`src/rtl/bk_mouse_port.sv`:
```
// BK parallel-port mouse: converts PS/2 packet deltas into one-shot direction flags.
// Define BK_MOUSE_ACCUM_EN for saturating motion accumulators; otherwise each packet is thresholded on its own.
module bk_mouse_port #(
  parameter int THRESH = 4,
  parameter int ACC_W  = 10
) (
  input  logic        clk_sys,
  input  logic        reset_n,
  input  logic [8:0]  pointer_dx,
  input  logic [8:0]  pointer_dy,
  input  logic [7:0]  mouse_counter,
  input  logic        left_btn,
  input  logic        right_btn,
  input  logic        port_write,
  input  logic        port_read,
  input  logic [1:0]  bus_wtbt,
  input  logic [15:0] cpu_dout,
  input  logic        joy_activity,
  output logic [6:0]  mouse_state,
  output logic        mouse_active
);

  // Accumulators must hold a full 9-bit packet delta plus headroom for the threshold.
  if (ACC_W < 10 || THRESH < 1 || THRESH >= (1 << (ACC_W - 2))) begin : g_bad_cfg
    $error("bk_mouse_port: unsupported THRESH/ACC_W combination");
  end

  logic       enable;
  logic       wr_d;
  logic       rd_d;
  logic [7:0] last_cnt;

  logic       wr_lvl_c;
  logic       wr_ev_c;
  logic       rd_fall_c;
  logic       pkt_c;
  logic       take_c;
  logic       clr_c;
  logic [3:0] set_c;
  logic [3:0] flags_c;
  logic       unused_c;

  assign wr_lvl_c  = port_write & bus_wtbt[0];
  assign wr_ev_c   = wr_lvl_c & ~wr_d;
  assign rd_fall_c = rd_d & ~port_read;
  assign pkt_c     = (mouse_counter != last_cnt);
  assign take_c    = enable & pkt_c & ~wr_ev_c;
  assign clr_c     = wr_ev_c & ~cpu_dout[3];
  assign unused_c  = ^{cpu_dout[15:4], cpu_dout[2:0], bus_wtbt[1]};

`ifdef BK_MOUSE_ACCUM_EN
  localparam int unsigned SW = ACC_W + 2;
  localparam logic signed [SW-1:0] ACC_MAX = SW'((1 <<< (ACC_W - 1)) - 1);
  localparam logic signed [SW-1:0] ACC_MIN = SW'(-(1 <<< (ACC_W - 1)));
  localparam logic signed [SW-1:0] THR     = SW'(THRESH);

  logic signed [ACC_W-1:0] acc_x;
  logic signed [ACC_W-1:0] acc_y;
  logic signed [ACC_W-1:0] acc_x_c;
  logic signed [ACC_W-1:0] acc_y_c;
  logic signed [SW-1:0]    ax_c;
  logic signed [SW-1:0]    ay_c;
  logic signed [SW-1:0]    adj_x_c;
  logic signed [SW-1:0]    adj_y_c;
  logic signed [SW-1:0]    dlt_x_c;
  logic signed [SW-1:0]    dlt_y_c;
  logic signed [8:0]       dx_s;
  logic signed [8:0]       dy_s;

  assign dx_s = pointer_dx;
  assign dy_s = pointer_dy;
  assign ax_c = SW'(acc_x);
  assign ay_c = SW'(acc_y);

  function automatic logic signed [ACC_W-1:0] sat(input logic signed [SW-1:0] v);
    if (v > ACC_MAX) return ACC_W'(ACC_MAX);
    if (v < ACC_MIN) return ACC_W'(ACC_MIN);
    return ACC_W'(v);
  endfunction

  // Threshold the registered accumulators, then fold in this cycle's packet.
  always_comb begin
    set_c   = '0;
    adj_x_c = '0;
    adj_y_c = '0;
    if (enable) begin
      if (!mouse_state[0] && !mouse_state[2]) begin
        if (ay_c >= THR) begin
          set_c[0] = 1'b1;
          adj_y_c  = -THR;
        end else if (ay_c <= -THR) begin
          set_c[2] = 1'b1;
          adj_y_c  = THR;
        end
      end
      if (!mouse_state[1] && !mouse_state[3]) begin
        if (ax_c >= THR) begin
          set_c[1] = 1'b1;
          adj_x_c  = -THR;
        end else if (ax_c <= -THR) begin
          set_c[3] = 1'b1;
          adj_x_c  = THR;
        end
      end
    end
    dlt_x_c = take_c ? SW'(dx_s) : '0;
    dlt_y_c = take_c ? SW'(dy_s) : '0;
    acc_x_c = sat(ax_c + adj_x_c + dlt_x_c);
    acc_y_c = sat(ay_c + adj_y_c + dlt_y_c);
  end

  always_ff @(posedge clk_sys) begin
    if (!reset_n || clr_c) begin
      acc_x <= '0;
      acc_y <= '0;
    end else begin
      acc_x <= acc_x_c;
      acc_y <= acc_y_c;
    end
  end
`else
  // Per-packet thresholding; residual motion is dropped.
  always_comb begin
    set_c = '0;
    if (take_c) begin
      if (!mouse_state[0] && !mouse_state[2]) begin
        if (!pointer_dy[8] && (pointer_dy > 9'd3))
          set_c[0] = 1'b1;
        else if (pointer_dy[8] && ((~pointer_dy) > 9'd2))
          set_c[2] = 1'b1;
      end
      if (!mouse_state[1] && !mouse_state[3]) begin
        if (!pointer_dx[8] && (pointer_dx > 9'd3))
          set_c[1] = 1'b1;
        else if (pointer_dx[8] && ((~pointer_dx) > 9'd2))
          set_c[3] = 1'b1;
      end
    end
  end
`endif

  // Read-clear loses to a new flag; a disabling write clears everything.
  always_comb begin
    flags_c = mouse_state[3:0];
    if (rd_fall_c) flags_c = '0;
    flags_c = flags_c | set_c;
    if (clr_c) flags_c = '0;
  end

  always_ff @(posedge clk_sys) begin
    if (!reset_n) begin
      mouse_state  <= '0;
      mouse_active <= 1'b0;
      enable       <= 1'b0;
      wr_d         <= 1'b0;
      rd_d         <= 1'b0;
      last_cnt     <= mouse_counter;
    end else begin
      wr_d        <= wr_lvl_c;
      rd_d        <= port_read;
      last_cnt    <= mouse_counter;
      mouse_state <= {right_btn, left_btn, 1'b0, flags_c};
      if (wr_ev_c) enable <= cpu_dout[3];
      if (pkt_c)
        mouse_active <= 1'b1;
      else if (joy_activity)
        mouse_active <= 1'b0;
    end
  end

endmodule

```
`config.mk`:
```
export PLATFORM = sky130hd
export DESIGN_NAME = bk_mouse_port
export DESIGN_NICKNAME = d
export VERILOG_FILES = /design/src/rtl/bk_mouse_port.sv
export SDC_FILE = /design/constraint.sdc
export NUM_CORES = 1
export LEC_CHECK = 0
export ABC_AREA = 1
export CELL_PAD_IN_SITES_DETAIL_PLACEMENT = 1
export CELL_PAD_IN_SITES_GLOBAL_PLACEMENT = 1
export CORE_MARGIN = 10
export CORE_UTILIZATION = 22
export CTS_BUF_LIST = sky130_fd_sc_hd__clkbuf_4 sky130_fd_sc_hd__clkbuf_8
export DETAILED_ROUTE_END_ITERATION = 8
export GPL_ROUTABILITY_DRIVEN = 0
export GPL_TIMING_DRIVEN = 0
export PLACE_DENSITY = 0.87
export SYNTH_ARGS = -nofsm -noshare
export SYNTH_HDL_FRONTEND = slang
export SYNTH_SLANG_ARGS = --single-unit
```
`constraint.sdc`:
```
create_clock -name clk_sys -period 1.1 [get_ports clk_sys]
set_input_delay 0.11 -clock clk_sys [delete_from_list [all_inputs] [get_ports clk_sys]]
set_output_delay 0.11 -clock clk_sys [all_outputs]
set_load 0.02 [all_outputs]
```
==> results of run 1 <==
==> worst max path at each step <==
stage                     depth (start not counted)                         to  slack (ns)
after floorplan                                   6  mouse_active$_SDFFE_PN0P_        0.17
after global placement                            8  mouse_state[2]$_SDFF_PP0_       -0.19
after detailed placement                          8  mouse_active$_SDFFE_PN0P_       -0.22
after CTS                                         1             mouse_state[1]       0.007
after global routing                              7  mouse_state[1]$_SDFF_PP0_       -0.02
final                                             1             mouse_state[1]        0.05
==> cells in the mapped netlist <==
master                      n  area, um2
sky130_fd_sc_hd__a21oi_1    7       35.0
sky130_fd_sc_hd__nand3_1    6       30.0
sky130_fd_sc_hd__o21ai_4    1       16.3
sky130_fd_sc_hd__xnor2_1    3       26.3
sky130_fd_sc_hd__inv_1     19       71.3
sky130_fd_sc_hd__nand3b_1   2       15.0
sky130_fd_sc_hd__nor2_1    16       60.1
sky130_fd_sc_hd__nor2_2     2       12.5
sky130_fd_sc_hd__nand2_4    1       11.3
sky130_fd_sc_hd__clkinv_1   1       3.75
sky130_fd_sc_hd__nand2_1   35        131
sky130_fd_sc_hd__conb_1     1       3.75
sky130_fd_sc_hd__nor3_2     1       10.0
sky130_fd_sc_hd__buf_4      1       7.51
sky130_fd_sc_hd__dfxtp_1   18        360
sky130_fd_sc_hd__and3_1     1       6.26
sky130_fd_sc_hd__inv_2      2       7.51
sky130_fd_sc_hd__o21ai_2    1       8.76
==> metrics by stage <==
stage	hold WS [ns]	TNS, ns	util
detailed placement	0.459	-1.28	0.354
CTS	0.346	0	0.367
global route	0.0199	-0.0353	0.379
floorplan	0.138	0	-
finish	0.0216	0	0.379
global placement	0.445	-1.09	0.354
==> power groups by stage <==
stage / clock [mW] / combinational (mW) / sequential (mW)
CTS: 0.570 / 0.296 / 0.699
global placement: 0 / 0.293 / 0.713
floorplan: 0 / 0.106 / 0.726
global route: 0.609 / 0.334 / 0.707
detailed placement: 0 / 0.302 / 0.714
finish: 0.539 / 0.297 / 0.703
==> flip-flops by register name (all words and copies together) (netlist names) <==
register / cells
wr_d: 1
mouse_active: 1
last_cnt: 8
rd_d: 1
mouse_state: 6
enable: 1
==> repair_timing <==
action | CTS | global route
resized for setup | 7 | 24
endpoints found under the setup margin | 7 | 10
pin swaps | 0 | 8
==> logic make-up after synthesis <==
logic type / Yosys count / synth area share
buffers and inverters: 23 / 0.110
other: 1 / 0.00459
AO/OA/AOI/OAI: 9 / 0.0735
AND/OR/NAND/NOR: 64 / 0.338
XOR/XNOR: 3 / 0.0322
flip-flops: 18 / 0.441
==> area by class of cell <==
class	count	area [um2]
Buffer	1	7.51
Clock buffer	4	55.1
Fill cell	465	2260
Inverter	22	82.6
Multi-Input combinational cell	77	385
Sequential cell	18	367
Tap cell	48	60.1
Timing Repair Buffer	41	420
==> per-layer routing <==
metal	vias up	global-route usage	share of wire
met1	370	0.0773	0.38
met5	-	0	0
met4	0	0.0208	0.0090
met2	27	0.126	0.49
li1	440	-	-
met3	4	0.0486	0.12
==> results.rst, run 1 <==
.. list-table::
   :header-rows: 1

   * - Metric
     - Value
   * - Outcome
     - finished clean
   * - Sum of net half-perimeters after detailed placement
     - 1.99 mm
   * - Area enclosed by the die boundary
     - 6550 um2
   * - Crit-path max FO
     - 3
   * - Max Clock Skew
     - 0.00300 ns
   * - Number of global-route vias before repair
     - 969
   * - Max cap viols
     - 0
   * - Final Instance Count excl. Fillers
     - 211
   * - Flop-to-flop setup slack
     - 0.08 ns
   * - Final instance area
     - 1380 um2
   * - Number of distinct standard cells referenced by the synthesized netlist
     - 18
   * - Register share of total power
     - 0.457
   * - Total power after layout
     - 1.54 mW
   * - Most frequent standard cell in the layout excluding fill and tap cells
     - sky130_fd_sc_hd__nand2_1
   * - TritonCTS clock tree
     - built
   * - Avg Vias per Cell
     - 3.99
   * - Number of DRC violations after detailed routing
     - 0
   * - Relative contribution of the clock network to total power
     - 0.350
   * - Total number of placement rows
     - 22
   * - Largest net degree at the start of global routing
     - 11
   * - CTS clk-pin slew, worst paths
     - 0.07 ns
   * - Width of the die
     - 80.9 um
   * - Antenna cells
     - 0
   * - Worst setup timing slack at the placement stage
     - -0.220 ns
   * - Fin. Hold Viols
     - 0
   * - R2R Path Start
     - last_cnt[5]$_DFF_P_
   * - Total count of max-transition violations in the final report
     - 0
   * - Cts bufs inserted
     - 3
   * - Average wire per standard cell
     - 11.1 um
   * - Wire length after detailed routing
     - 2.35 mm
   * - Crit-path slowest cell
     - sky130_fd_sc_hd__dfxtp_1
   * - Setup repair after global routing missed its margin
     - yes
   * - Highest-count cells in the layout ignoring fill and taps
     - sky130_fd_sc_hd__nand2_1 (34), sky130_fd_sc_hd__clkdlybuf4s50_1 (29), sky130_fd_sc_hd__nor2_1 (16)
   * - Chain of cells forming the critical path
     - clkdlybuf4s15_1
   * - Class of the tightest hold or removal check
     - in2reg
   * - Portion of the clock cycle consumed by the worst path in the final layout
     - 0.951
   * - HP Start
     - mouse_counter[4]
   * - Share of cells above drive strength 1
     - 0.166
   * - Boundary pin count
     - 59
   * - GRT Resource Usage Total
     - 0.0755
   * - Number of nets produced by synthesis
     - 169
   * - R2r endpoint
     - mouse_state[1]$_SDFF_PP0_
   * - Vert. Die Dim
     - 80.9 um
   * - Clock period minus final worst setup slack
     - 1.05 ns
   * - Mean instance size in the synthesized netlist
     - 6.92 um2
   * - Root Driver
     - sky130_fd_sc_hd__clkbuf_8
   * - Flip-flop and latch count after synthesis
     - 18
   * - Overflow left after global routing
     - 0
   * - Fmax
     - 956 MHz
   * - Core area
     - 3630 um2
   * - Total power density per cell area
     - 1120 nW/um2
   * - Buffer count from post-CTS setup fixing
     - 0
   * - Post-layout net count
     - 215
   * - Netlist area before placement
     - 817 um2
   * - Remaining antenna violation count after routing
     - 0
   * - Depth of the worst register-to-register path
     - 8
   * - Initial core utilization
     - 0.225
   * - Endpoint of the worst hold-timing path
     - last_cnt[4]$_DFF_P_
   * - Crit-path max cell delay
     - 0.36 ns
   * - Switching fraction of total power
     - 0.236
   * - Pleak
     - 0.685 nW
   * - Sequential fraction of the synthesis area
     - 0.441
   * - Clock latency of the later-clocked register in the worst-skew pair
     - 0.25 ns
   * - Critical path start-end classification
     - reg2out
   * - Setup ws final
     - 0.0539 ns
   * - Area added between synthesis and finish
     - 68.6%
   * - H-tree level count
     - 1
   * - Worst path bufs/invs
     - 1
   * - Port bufs
     - 41
   * - Cts hold-fix bufs
     - 0
   * - Startpoint type of the worst setup path
     - register
   * - Combinational Power Share
     - 0.193
   * - Endpoint class of the critical path
     - output pin
   * - Cell count of the worst hold path
     - 1
   * - Worst endpoint data arrival time
     - 0.94 ns
   * - First-pass GRT wire length
     - 3.96 mm
   * - Count of placed standard cells including taps
     - 207
   * - Initial antenna violation count
     - 0
   * - Iteration-0 DRC count of the detailed router
     - 4
   * - Family with the most delay on the worst path
     - flip-flops
   * - Vias post-DR
     - 841
   * - WP data required
     - 0.99 ns
   * - Cell Area, Placed
     - 1290 um2
   * - Final setup violation count
     - 0
   * - Launch point of the worst path
     - mouse_state[1]$_SDFF_PP0_
   * - Total net switching power
     - 363 uW
   * - Worst VDD drop
     - 0.712 mV
   * - Iteration count of the initial detailed-routing pass
     - 2
   * - Total number of yosys warnings
     - 0
   * - Clk sinks
     - 18
   * - Synthesized instance count
     - 118
   * - Buffers from clock root to sink, at most
     - 2
   * - Internal power
     - 1.18 mW
No activity file was read; power rests on OpenSTA's default activity.
==> run 2: changes to the inputs <==
Settings changed: GPL_ROUTABILITY_DRIVEN 0 to unset.
==> results of run 2 <==
The final DEF is identical to that of run 1; final timing and power are the same.
